File: config.mk
export PLATFORM = sky130hd
export DESIGN_NAME = exe_mem_stage
export DESIGN_NICKNAME = d
export VERILOG_FILES = /design/src/rtl/cpu_pkg.sv /design/src/rtl/exc_capture.sv /design/src/rtl/exe_mem_stage.sv
export SDC_FILE = /design/constraint.sdc
export NUM_CORES = 1
export LEC_CHECK = 0
export ABC_AREA = 1
export CAP_MARGIN = 20
export CORE_MARGIN = 2
export CORE_UTILIZATION = 46
export DETAILED_ROUTE_END_ITERATION = 10
export PLACE_DENSITY = 0.86
export SETUP_SLACK_MARGIN = 0.15
export SKIP_CTS_REPAIR_TIMING = 1
export SYNTH_ARGS = -nofsm -noshare
export SYNTH_HDL_FRONTEND = slang
export SYNTH_HIERARCHICAL = 1
export SYNTH_SLANG_ARGS = --single-unit
File: constraint.sdc
create_clock -name clock -period 2.7 [get_ports clock]
set_clock_uncertainty 0.1 [all_clocks]
set_input_delay 0.27 -clock clock [delete_from_list [all_inputs] [get_ports clock]]
set_output_delay 0.27 -clock clock [all_outputs]
set_load 0.005 [all_outputs]
File: src/rtl/cpu_pkg.sv
// Shared definitions for the pipelined CPU: exception FSM encoding, CP0 cause
// codes and the default datapath width.
package cpu_pkg;

  localparam int DATA_W_DEFAULT = 32;

  typedef enum logic {
    RUN      = 1'b0,
    EXC_WAIT = 1'b1
  } exc_state_t;

  localparam logic [4:0] CAUSE_OV  = 5'd12;
  localparam logic [4:0] CAUSE_INT = 5'd0;

endpackage

File: src/rtl/exc_capture.sv
// Overflow exception capture: the RUN/EXC_WAIT FSM plus the registers that
// present a pending exception to CP0 until it is acknowledged.
module exc_capture
  import cpu_pkg::*;
#(
  parameter int         DATA_W     = DATA_W_DEFAULT,
  parameter logic [4:0] CAUSE_CODE = CAUSE_OV
) (
  input  logic              clock,
  input  logic              resetn,
  input  logic              stall,
  input  logic              ovf,
  input  logic              ebd,
  input  logic [DATA_W-1:0] epc,
  input  logic              exc_ack,
  output logic              exc_req,
  output logic [4:0]        exc_cause,
  output logic [DATA_W-1:0] exc_epc,
  output logic              exc_bd,
  output logic              flush_out
);

  exc_state_t        state_reg, state_next;
  logic              req_reg, req_next;
  logic [4:0]        cause_reg, cause_next;
  logic [DATA_W-1:0] epc_reg, epc_next;
  logic              bd_reg, bd_next;

  always_ff @(posedge clock or negedge resetn) begin
    if (!resetn) begin
      state_reg <= RUN;
      req_reg   <= 1'b0;
      cause_reg <= '0;
      epc_reg   <= '0;
      bd_reg    <= 1'b0;
    end else begin
      state_reg <= state_next;
      req_reg   <= req_next;
      cause_reg <= cause_next;
      epc_reg   <= epc_next;
      bd_reg    <= bd_next;
    end
  end

  always_comb begin
    state_next = state_reg;
    req_next   = req_reg;
    cause_next = cause_reg;
    epc_next   = epc_reg;
    bd_next    = bd_reg;
    case (state_reg)
      RUN: begin
        if (!stall && ovf) begin
          state_next = EXC_WAIT;
          req_next   = 1'b1;
          cause_next = CAUSE_CODE;
          bd_next    = ebd;
          // A delay-slot fault restarts at the branch, one word earlier.
          epc_next   = ebd ? (epc - DATA_W'(4)) : epc;
        end
      end
      EXC_WAIT: begin
        if (exc_ack) begin
          state_next = RUN;
          req_next   = 1'b0;
        end
      end
      default: state_next = RUN;
    endcase
  end

  assign exc_req   = req_reg;
  assign exc_cause = cause_reg;
  assign exc_epc   = epc_reg;
  assign exc_bd    = bd_reg;
  assign flush_out = (state_reg == EXC_WAIT);

endmodule

File: src/rtl/exe_mem_stage.sv
// EX/MEM pipeline register with precise signed-overflow exception: the
// faulting instruction is squashed and the front end is flushed until CP0 acks.
module exe_mem_stage #(
  parameter int         DATA_W   = cpu_pkg::DATA_W_DEFAULT,
  parameter logic [4:0] CAUSE_OV = cpu_pkg::CAUSE_OV
) (
  input  logic              clock,
  input  logic              resetn,
  input  logic              stall,
  input  logic              ex_valid,
  input  logic [DATA_W-1:0] ealu,
  input  logic              IntOverflow,
  input  logic              eovf_en,
  input  logic              ewreg,
  input  logic              em2reg,
  input  logic              ewmem,
  input  logic [4:0]        ern,
  input  logic [DATA_W-1:0] eb,
  input  logic [DATA_W-1:0] epc,
  input  logic              ebd,
  input  logic              exc_ack,
  output logic              mvalid,
  output logic              mwreg,
  output logic              mm2reg,
  output logic              mwmem,
  output logic [4:0]        mrn,
  output logic [DATA_W-1:0] malu,
  output logic [DATA_W-1:0] mb,
  output logic              exc_req,
  output logic [4:0]        exc_cause,
  output logic [DATA_W-1:0] exc_epc,
  output logic              exc_bd,
  output logic              flush_out
);

  logic ovf;
  logic commit;

  // Unsigned ops and bubbles never trap.
  assign ovf    = ex_valid & eovf_en & IntOverflow;
  assign commit = ex_valid & ~ovf;

  exc_capture #(
    .DATA_W    (DATA_W),
    .CAUSE_CODE(CAUSE_OV)
  ) u_exc_capture (
    .clock    (clock),
    .resetn   (resetn),
    .stall    (stall),
    .ovf      (ovf),
    .ebd      (ebd),
    .epc      (epc),
    .exc_ack  (exc_ack),
    .exc_req  (exc_req),
    .exc_cause(exc_cause),
    .exc_epc  (exc_epc),
    .exc_bd   (exc_bd),
    .flush_out(flush_out)
  );

  always_ff @(posedge clock or negedge resetn) begin
    if (!resetn) begin
      mvalid <= 1'b0;
      mwreg  <= 1'b0;
      mm2reg <= 1'b0;
      mwmem  <= 1'b0;
      mrn    <= '0;
      malu   <= '0;
      mb     <= '0;
    end else if (flush_out) begin
      // Waiting on CP0: keep issuing bubbles, ignore whatever EX holds.
      mvalid <= 1'b0;
      mwreg  <= 1'b0;
      mwmem  <= 1'b0;
    end else if (!stall) begin
      mvalid <= commit;
      mwreg  <= ewreg & commit;
      mwmem  <= ewmem & commit;
      mm2reg <= em2reg;
      mrn    <= ern;
      malu   <= ealu;
      mb     <= eb;
    end
  end

endmodule
==> impl_metrics.yaml <==
critical_path:
  max_stage_delay_ps: 570
  start_kind: "flip-flop"
  setup.worst_path.class: "flip-flop to primary output"
  cp_slowest_cell: "clkdlybuf4s50_1"
  critPathArrivalTime_ps: 1720
  required_ps: 2330
  cpLargestDelayFamily: "buffers and inverters"
  path_cells: "buf_4, clkdlybuf4s50_1"
  path_max_fanout: 40
  critPathBufInv: 2
  critPathCaptureType: "primary output"
power_and_ir_drop:
  clkPwrFrac_pct: 31.0
  peakVddDrop_v: 0.000352
  internal_power_w: 0.00338
  leakagePower_nw: 3.73
  power.density_nw_per_um2: 581
  p_switching_w: 0.00119
  seqPwrFrac_pct: 44.0
  sw_frac_of_total_pct: 26.0
  pwr-share-comb_pct: 25.0
route:
  routed_wl_um: 14900
  first_iter_violations: 411
  vias: 5015
  vias_per_cell: 5.03
  drt_pass1_iterations: 5
  drc: 0
  wl_per_cell_um: 14.9
  final_antenna_net_count: 0
grt:
  grt_pass1_vias: 4808
  top_usage_layer: "met2"
  grt_max_degree: 56
  grt.met3_usage_pct: 5.47
  grt_util_met1_pct: 32.8
  grt_pass1_wl_um: 24400
  use_met2_pct: 40.4
  grt_usage_pct: 24.5
  grt_overflow: 0
  antenna_found_initial: 0
yosys:
  synth.cell_area_sq_um: 5290
  async_flop_share_pct: 100
  avgSynthCellArea_sq_um: 8.23
  synthTopCellsByArea: "dfrtp_1 (52%), nand2_1 (18%), o21ai_0 (7.8%), nand3_1 (3.4%), inv_1 (2.3%)"
  yosys_warnings: 6
  synthFlopType: "dfrtp_1"
  post_synth_most_frequent_cells: "nand2_1 (250), dfrtp_1 (109), o21ai_0 (82)"
  synthCells: 643
  yosys.area.top_type_share_pct: 51.5
  ys_seq_area_share_pct: 51.5
  synth-edff-count: 0
  yosys.cell_types.count: 29
  yosysTopAreaCell: "dfrtp_1"
  synthMostInstantiatedCell: "nand2_1"
  synth-seq-cells: 109
placement:
  io_buffers: 221
  dp_hpwl_um: 11000
  place_area_sq_um: 7520
  place_congestion: 0.861
timing:
  period_minus_slack_ps: 2090
  maxSlewViolCount: 0
  finalSetupViolCount: 0
  tns_ps: 0
  tightestPinTransition_ps: 740
  max-slew-margin-rel_pct: 50.6
  rsz0062_at_grt: "no"
  fin_crit_sh_pct: 77.5
  fmax_mhz: 478
  hold_violations: 0
clocking:
  ctsLongestPathBuffers: 2
  cts_max_level: 3
  cts_made_buffers: 9
  cts.sinks: 109
  clkLatencyLatePin_ps: 330
  cts-root-buf: "clkbuf_16"
  cts_tree: "done"
  clk_pin_slew_worst_paths_ps: 80
worst_hold_path:
  hp-class: "primary input to asynchronous set/reset pin"
die:
  core_area_sq_um: 11300
  die_w_um: 111
  start_util_pct: 46.7
  fp.dieH_um: 111
  dieArea_sq_um: 12400
  rows: 39
  io-pin-count: 225
run:
  drv_cap: 0
final_layout:
  nFillCells: 906
  layout.nets: 964
  utilization_pct: 69.4
  syn2layout_area_growth_pct: 48.4
  stdcell_area_sq_um: 7850
  n_antenna_cell: 0
  drive_above_1_share_pct: 7.13
run_status:
  status: "completed"
state kept, by name (all words and copies together) (netlist names):
signal / count
malu: 32
mb: 32
mm2reg: 1
mrn: 5
mvalid: 1
mwmem: 1
mwreg: 1
u_exc_capture/exc_bd: 1
u_exc_capture/exc_cause: 1
u_exc_capture/exc_epc: 32
u_exc_capture/exc_req: 1
u_exc_capture/flush_out: 1
final timing paths:
path | startpoint | endpoint | slack, ps | cells past startpoint
max in group asynchronous | resetn | u_exc_capture/flush_out$_DFF_PN0_ | 1490 | 3
worst max register to register | u_exc_capture/flush_out$_DFF_PN0_ | u_exc_capture/exc_epc[9]$_DFFE_PN0P_ | 1080 | 4
worst max-delay path | u_exc_capture/flush_out$_DFF_PN0_ | flush_out | 610 | 2
worst min register to register | u_exc_capture/exc_epc[0]$_DFFE_PN0P_ | u_exc_capture/exc_epc[0]$_DFFE_PN0P_ | 380 | 2
worst min-delay path | resetn | u_exc_capture/exc_epc[21]$_DFFE_PN0P_ | 270 | 2
min in group clock | stall | malu[0]$_DFFE_PN0P_ | 360 | 4
logic make-up after synthesis:
group,Yosys count,synth area share [%]
AO/OA/AOI/OAI,91,8.80
flip-flops,109,51.5
AND/OR/NAND/NOR,355,29.9
XOR/XNOR,13,2.15
buffers and inverters,73,7.31
adder cells (fa/ha/maj),1,0.236
other,1,0.0709
power by group through the flow:
stage | Sequential (W) | Combinational (W) | Clock (W)
after floorplan | 0.00204 | 0.000337 | 0
after global placement | 0.00203 | 0.00112 | 0
after detailed placement | 0.00204 | 0.00115 | 0
after CTS | 0.00201 | 0.00115 | 0.00145
after global routing | 0.00205 | 0.00125 | 0.00153
final | 0.00201 | 0.00114 | 0.00141
placed cells by master, fill, tap and decap left out, types with 4 or more instances in the layout:
master | synthesis | layout
nand2_1 | 250 | 250
clkdlybuf4s50_1 | 0 | 219
dfrtp_1 | 109 | 108
o21ai_0 | 82 | 82
nand3_1 | 36 | 36
inv_1 | 32 | 32
nor2_1 | 31 | 31
xor2_1 | 10 | 10
clkbuf_16 | 0 | 9
nor2_4 | 8 | 8
buf_4 | 6 | 7
nor2_2 | 7 | 7
inv_2 | 6 | 6
nand4_1 | 5 | 5
nand2_4 | 5 | 5
o21ai_1 | 5 | 5
nor3_1 | 4 | 4
o21bai_1 | 4 | 4
layout make-up:
type	instances	area, sq um	share of cell area (%)
Clock buffer	9	225	2.87
Clock inverter	6	93.8	1.19
Inverter	38	143	1.82
Multi-Input combinational cell	463	2180	27.8
Sequential cell	109	2730	34.7
Tap cell	143	179	2.28
Timing Repair Buffer	230	2300	29.3
layer usage:
layer / wire, um / share of wire (%)
met5: 0 / 0
met4: 266 / 1.8
met3: 1120 / 7.5
met2: 7330 / 49
met1: 6200 / 42
metrics by stage:
step | hold slack (ps) | total power (W) | cells | worst slack [ps]
2_1_floorplan | -126 | 0.00238 | 645 | 1250
3_3_place_gp | 81.1 | 0.00315 | 982 | 618
3_5_place_dp | 85.5 | 0.00319 | 982 | 541
4_1_cts | -285 | 0.00461 | 997 | 577
5_1_grt | 279 | 0.00482 | 998 | 519
6_report | 268 | 0.00457 | 998 | 607
Note: power is estimated with default switching activity, not from simulation.
